`src/rtl/mux_sel_sequencer_pkg.sv`:
```
// Shared types and helpers for the three-input steering mux sequencer.
// Source/state encodings and the source-to-select mapping live here.
package mux_sel_pkg;

  localparam int NUM_SRC = 3;

  typedef enum logic [1:0] {
    SRC_A = 2'd0,
    SRC_B = 2'd1,
    SRC_C = 2'd2
  } src_e;

  typedef enum logic [1:0] {
    IDLE  = 2'd0,
    GRANT = 2'd1,
    GAP   = 2'd2
  } state_e;

  // Returns {sel_2, sel_1}; 2'b11 is never produced.
  function automatic logic [1:0] src_to_sel(input src_e src);
    case (src)
      SRC_B:   return 2'b01;
      SRC_C:   return 2'b10;
      default: return 2'b00;
    endcase
  endfunction

endpackage

```
`src/rtl/mux_sel_sequencer_if.sv`:
```
// Request/grant/select bundle between the sources, the sequencer and the mux.
// The sequencer sits on the slave side; the requesting environment is master.
interface mux_sel_sequencer_if;
  import mux_sel_pkg::*;

  logic [NUM_SRC-1:0] req;
  logic               sel_1;
  logic               sel_2;
  logic [NUM_SRC-1:0] gnt;
  logic [1:0]         gnt_idx;
  logic               out_valid;

  modport master (output req, input sel_1, sel_2, gnt, gnt_idx, out_valid);
  modport slave  (input req, output sel_1, sel_2, gnt, gnt_idx, out_valid);

endinterface

```
`src/rtl/mux_sel_sequencer_rr_pick3.sv`:
```
// Combinational round-robin picker over three sources.
// Search starts at the source after 'last' and wraps a -> b -> c -> a.
module rr_pick3
  import mux_sel_pkg::*;
(
  input  logic [NUM_SRC-1:0] req,
  input  src_e               last,
  output src_e               pick,
  output logic               any_req
);

  always_comb begin
    pick    = SRC_A;
    any_req = |req;
    case (last)
      SRC_A: begin
        if (req[1])      pick = SRC_B;
        else if (req[2]) pick = SRC_C;
        else             pick = SRC_A;
      end
      SRC_B: begin
        if (req[2])      pick = SRC_C;
        else if (req[0]) pick = SRC_A;
        else             pick = SRC_B;
      end
      default: begin
        if (req[0])      pick = SRC_A;
        else if (req[1]) pick = SRC_B;
        else             pick = SRC_C;
      end
    endcase
  end

endmodule

```
`src/rtl/mux_sel_sequencer.sv`:
```
// Round-robin grant sequencer driving the a/b/c steering mux selects.
// Holds each grant for DWELL cycles and inserts a one-cycle break-before-make gap.
//
// state | meaning
// IDLE  | no grant, arbitrate every cycle
// GRANT | owner drives mux, dwell counter running
// GAP   | one dead cycle, selects held, re-arbitrate at its end
module mux_sel_sequencer
  import mux_sel_pkg::*;
#(
  parameter int DWELL     = 4,
  parameter bit EARLY_REL = 1'b1
) (
  input  logic                clk,
  input  logic                rst_n,
  mux_sel_sequencer_if.slave  bus
);

  localparam int CW = (DWELL > 1) ? $clog2(DWELL) : 1;
  localparam logic [CW-1:0] DWELL_LOAD = CW'(DWELL - 1);

  state_e             state_q, state_d;
  logic [CW-1:0]      dwell_q, dwell_d;
  src_e               owner_q, owner_d;
  src_e               last_q, last_d;
  logic [1:0]         sel_q, sel_d;
  logic [NUM_SRC-1:0] gnt_q, gnt_d;
  logic [1:0]         gnt_idx_q, gnt_idx_d;
  logic               out_valid_q, out_valid_d;

  src_e pick;
  logic any_req;

  rr_pick3 u_pick (
    .req     (bus.req),
    .last    (last_q),
    .pick    (pick),
    .any_req (any_req)
  );

  always_comb begin
    state_d     = state_q;
    dwell_d     = dwell_q;
    owner_d     = owner_q;
    last_d      = last_q;
    sel_d       = sel_q;
    gnt_d       = gnt_q;
    gnt_idx_d   = gnt_idx_q;
    out_valid_d = out_valid_q;
    case (state_q)
      GRANT: begin
        if (dwell_q == '0 || (EARLY_REL && !bus.req[owner_q])) begin
          state_d     = GAP;
          last_d      = owner_q;
          gnt_d       = '0;
          gnt_idx_d   = '0;
          out_valid_d = 1'b0;
        end else begin
          dwell_d = dwell_q - CW'(1);
        end
      end
      default: begin
        // IDLE and the end of GAP share the same arbitration; selects only
        // move when a new grant starts, so the mux never sees a glitch.
        if (any_req) begin
          state_d     = GRANT;
          owner_d     = pick;
          dwell_d     = DWELL_LOAD;
          sel_d       = src_to_sel(pick);
          gnt_d       = 3'b001 << pick;
          gnt_idx_d   = pick;
          out_valid_d = 1'b1;
        end else begin
          state_d     = IDLE;
          gnt_d       = '0;
          gnt_idx_d   = '0;
          out_valid_d = 1'b0;
        end
      end
    endcase
  end

  always_ff @(posedge clk) begin
    if (!rst_n) begin
      state_q     <= IDLE;
      dwell_q     <= '0;
      owner_q     <= SRC_A;
      last_q      <= SRC_C;
      sel_q       <= 2'b00;
      gnt_q       <= '0;
      gnt_idx_q   <= '0;
      out_valid_q <= 1'b0;
    end else begin
      state_q     <= state_d;
      dwell_q     <= dwell_d;
      owner_q     <= owner_d;
      last_q      <= last_d;
      sel_q       <= sel_d;
      gnt_q       <= gnt_d;
      gnt_idx_q   <= gnt_idx_d;
      out_valid_q <= out_valid_d;
    end
  end

  assign bus.sel_1     = sel_q[0];
  assign bus.sel_2     = sel_q[1];
  assign bus.gnt       = gnt_q;
  assign bus.gnt_idx   = gnt_idx_q;
  assign bus.out_valid = out_valid_q;

endmodule
```
`src/flat_wrapper.sv`:
```
// flat-port wrapper written by rule: the top's interface ports become plain ports
module mux_sel_sequencer_flat import mux_sel_pkg::*;
#(
  parameter int DWELL     = 4,
  parameter bit EARLY_REL = 1'b1
)
  (clk, rst_n, bus_req, bus_sel_1, bus_sel_2, bus_gnt, bus_gnt_idx, bus_out_valid);
  mux_sel_sequencer_if bus_i ();
  input  logic clk;
  input  logic rst_n;
  input wire logic [$bits(bus_i.req)-1:0] bus_req;
  output wire logic [$bits(bus_i.sel_1)-1:0] bus_sel_1;
  output wire logic [$bits(bus_i.sel_2)-1:0] bus_sel_2;
  output wire logic [$bits(bus_i.gnt)-1:0] bus_gnt;
  output wire logic [$bits(bus_i.gnt_idx)-1:0] bus_gnt_idx;
  output wire logic [$bits(bus_i.out_valid)-1:0] bus_out_valid;
  assign bus_i.req = bus_req;
  assign bus_sel_1 = bus_i.sel_1;
  assign bus_sel_2 = bus_i.sel_2;
  assign bus_gnt = bus_i.gnt;
  assign bus_gnt_idx = bus_i.gnt_idx;
  assign bus_out_valid = bus_i.out_valid;
  mux_sel_sequencer #(.DWELL(DWELL), .EARLY_REL(EARLY_REL)) u_core (.clk(clk), .rst_n(rst_n), .bus(bus_i));
endmodule
```
`config.mk`:
```
export PLATFORM = sky130hd
export DESIGN_NAME = mux_sel_sequencer_flat
export DESIGN_NICKNAME = d
export VERILOG_FILES = /design/src/rtl/mux_sel_sequencer_pkg.sv /design/src/rtl/mux_sel_sequencer_if.sv /design/src/rtl/mux_sel_sequencer_rr_pick3.sv /design/src/rtl/mux_sel_sequencer.sv /design/src/flat_wrapper.sv
export SDC_FILE = /design/constraint.sdc
export NUM_CORES = 1
export LEC_CHECK = 0
export BUFFER_PORTS_ARGS = -buffer_cell sky130_fd_sc_hd__buf_4
export CORE_MARGIN = 5
export CORE_UTILIZATION = 56
export DETAILED_ROUTE_END_ITERATION = 10
export PLACE_DENSITY = 0.8
export SLEW_MARGIN = 20
export SYNTH_ARGS = -nofsm -noshare
export SYNTH_HDL_FRONTEND = slang
export SYNTH_SLANG_ARGS = --single-unit
```
`constraint.sdc`:
```
create_clock -name clk -period 2.3 [get_ports clk]
set_input_delay 0.575 -clock clk [delete_from_list [all_inputs] [get_ports clk]]
set_output_delay 0.575 -clock clk [all_outputs]
set_load 0.01 [all_outputs]
```
==> impl_metrics.toml <==
[timing]
max_freq_ghz = 0.684
finalCriticalPeriod_ns = 1.46
skew_ns = 0.00265
hold_viol = 0
finalSetupTns_ns = 0
rsz0062_at_grt = "no"
finalCritPeriodShare_pct = 63.5
setup_slack_ns = 0.838
maxSlewViolCount = 0
relSlewSlack_pct = 80.1
worst_slew_pin_slew_ns = 0.293
finalSetupViolCount = 0

[routing]
vias_per_cell = 5.48
wire_per_inst_um = 12.4
drt_iter0_drc = 11
firstDrtPassIters = 3
drc = 0
dr_total_vias = 619
wirelength_mm = 1.40
final_antenna_net_count = 0

[finish]
syn_to_final_growth_pct = 18.4
nFillCells = 109
final_common_cell = "dfxtp_1"
nNetsFinal = 105
final_cell_mix = "15 x dfxtp_1, 13 x nor2_1, 13 x buf_4"
drive_gt1_share_pct = 22.4
antenna_cells = 0

[pwr]
pwr-share-clk_pct = 23.7
peakVddDrop_uv = 455
p_sw_share_pct = 30.6
power.density_nw_per_um2 = 731
leakagePower_nw = 0.373
total_power_mw = 0.630
p_switching_mw = 0.193
p_int_mw = 0.437
seqPwrFrac_pct = 49.0
comb_power_share_pct = 27.3

[place]
place_hpwl_mm = 1.02
numPortBuffers = 12
gp_congestion = 0.758
place_ws_ns = 0.648

[status]
outcome = "complete, no violations"

[worst_setup_path]
r2r_slack_ns = 0.84
start_kind = "register"
required_ns = 2.48
crit_path_max_fanout = 10
critPathKind = "register to register"
crit_arrival_ns = 1.64
critPathCaptureType = "register"

[hold_path]
worstHoldPathType = "register to register"

[clock_tree]
cts_made_buffers = 3
postCtsSetupBuffers = 0
cts_max_level = 1
clk-insertion-delay-late_ns = 0.28
cts-root-buf = "clkbuf_4"
cts.sinks = 15
cts_tree = "built"
clkTransAtPathRegs_ns = 0.08
cts_resized = 0
cts_hold_buf = 0
clk_path_buf_depth = 2

[global_route]
gr-usage-all-layers_pct = 16.1
overflow = 0
antenna_found_initial = 0
grt_pass1_wl_mm = 2.48
grt_pass1_vias = 568
grt_start_max_net_pins = 16

[die]
core_um2 = 1270
dieArea_um2 = 2120
io_pins = 13
die_height_um = 46.1
initial_core_util_pct = 57.4
fp.dieW_um = 46.1
rows = 13

[run]
drv_cap = 0

[synthesis]
synth_area_um2 = 728
yosysWarnings = 0
synth_cell_types = 33
syn_avg_cell_area_um2 = 8.77
yosysSeqAreaShare_pct = 41.2
syn_nets = 89
ys_seq_elements = 15
synth_cells = 83
[cell families after synthesis]
group	share of synthesized area [%]
buffers and inverters	2.75
muxes	1.89
adders and majority gates	1.72
and+or+nand+nor	27.1
AOI/OAI and AO/OA	25.3
DFF	41.2
[layer usage]
layer / track usage, % / wire, um / share of wire, % / vias up
met5: 0 / 0 / 0 / -
met4: 5.11 / 22 / 1.6 / 0
met3: 3.52 / 48 / 3.4 / 2
met2: 23.6 / 596 / 42 / 10
met1: 23.1 / 736 / 52 / 285
li1: - / - / - / 322
[per-stage QoR]
stage | hold WS, ns | cell area (um^2) | util [%] | instances
final | 0.478 | 862 | 67.9 | 113
after global routing | 0.502 | 862 | 67.9 | 113
after CTS | 0.481 | 862 | 67.9 | 113
after detailed placement | 0.469 | 836 | 65.9 | 109
after global placement | 0.458 | 836 | 65.9 | 109
after floorplan | 0.442 | 728 | - | 83
[power by group through the flow]
| stage | Clock [mW] | Combinational (mW) | Sequential [mW] |
|---|---|---|---|
| after CTS | 0.153 | 0.173 | 0.308 |
| final | 0.149 | 0.172 | 0.308 |
| after detailed placement | 0 | 0.170 | 0.314 |
| after floorplan | 0 | 0.114 | 0.317 |
| after global placement | 0 | 0.170 | 0.313 |
| after global routing | 0.173 | 0.191 | 0.312 |
[critical path, stage by stage (launching register included)]
cell	delay, ns
dfxtp_1	0.44
mux2i_2	0.36
a2bb2oi_4	0.29
nand2b_4	0.19
a31oi_1	0.07
[flip-flops by register name, summed over array words and instances, names as in the netlist]
signal and cells:
u_core.state_q 2, u_core.dwell_q 2, u_core.last_q 2, u_core.bus.gnt_idx 2, u_core.sel_q 2, u_core.owner_q 2, u_core.bus.gnt 3
[cell type report]
class / count / area [um^2] / area share (%)
timing repair buffer: 13 / 97.6 / 11.3
sequential: 15 / 300 / 34.8
clock buffer: 4 / 26.3 / 3.05
inverter: 3 / 11.3 / 1.31
multi-input combinational: 63 / 408 / 47.3
tap: 15 / 18.8 / 2.18
[synth_stat cells]
library cell,instances,area share (%)
a211oi_1,1,1.0
a21bo_2,1,1.4
a21boi_1,2,2.1
a21oi_1,1,0.69
a22oi_1,1,1.0
a2bb2oi_4,1,3.6
a31oi_1,2,1.7
and3_1,3,2.6
buf_2,1,0.69
clkbuf_1,1,0.51
dfxtp_1,15,41
ha_1,1,1.7
inv_1,3,1.5
mux2i_2,1,1.9
nand2_1,7,3.6
nand2b_1,2,1.7
nand2b_4,1,1.9
nand3_1,1,0.69
nand3b_1,1,1.0
nor2_1,13,6.7
nor2b_1,4,3.4
nor3_1,3,2.1
nor3b_2,1,1.7
o2111ai_1,1,1.2
o211a_1,1,1.4
o211ai_1,2,2.1
o21a_1,5,5.2
o21ai_0,1,0.69
o21ai_1,2,1.4
o22ai_1,1,0.86
o31ai_1,1,1.0
or2_1,1,0.86
or2_2,1,0.86
[path summary, 6_finish.rpt]
path / cells after the start / start / endpoint
max: 4 / u_core.owner_q[1]$_SDFFE_PN0P_ / u_core.dwell_q[1]$_SDFFE_PN0P_
min: 2 / u_core.bus.gnt[0]$_SDFFE_PN0P_ / u_core.bus.gnt[0]$_SDFFE_PN0P_
max reg2reg: 4 / u_core.owner_q[1]$_SDFFE_PN0P_ / u_core.dwell_q[1]$_SDFFE_PN0P_
min reg2reg: 2 / u_core.bus.gnt[0]$_SDFFE_PN0P_ / u_core.bus.gnt[0]$_SDFFE_PN0P_
No activity file was read; power rests on OpenSTA's default activity.
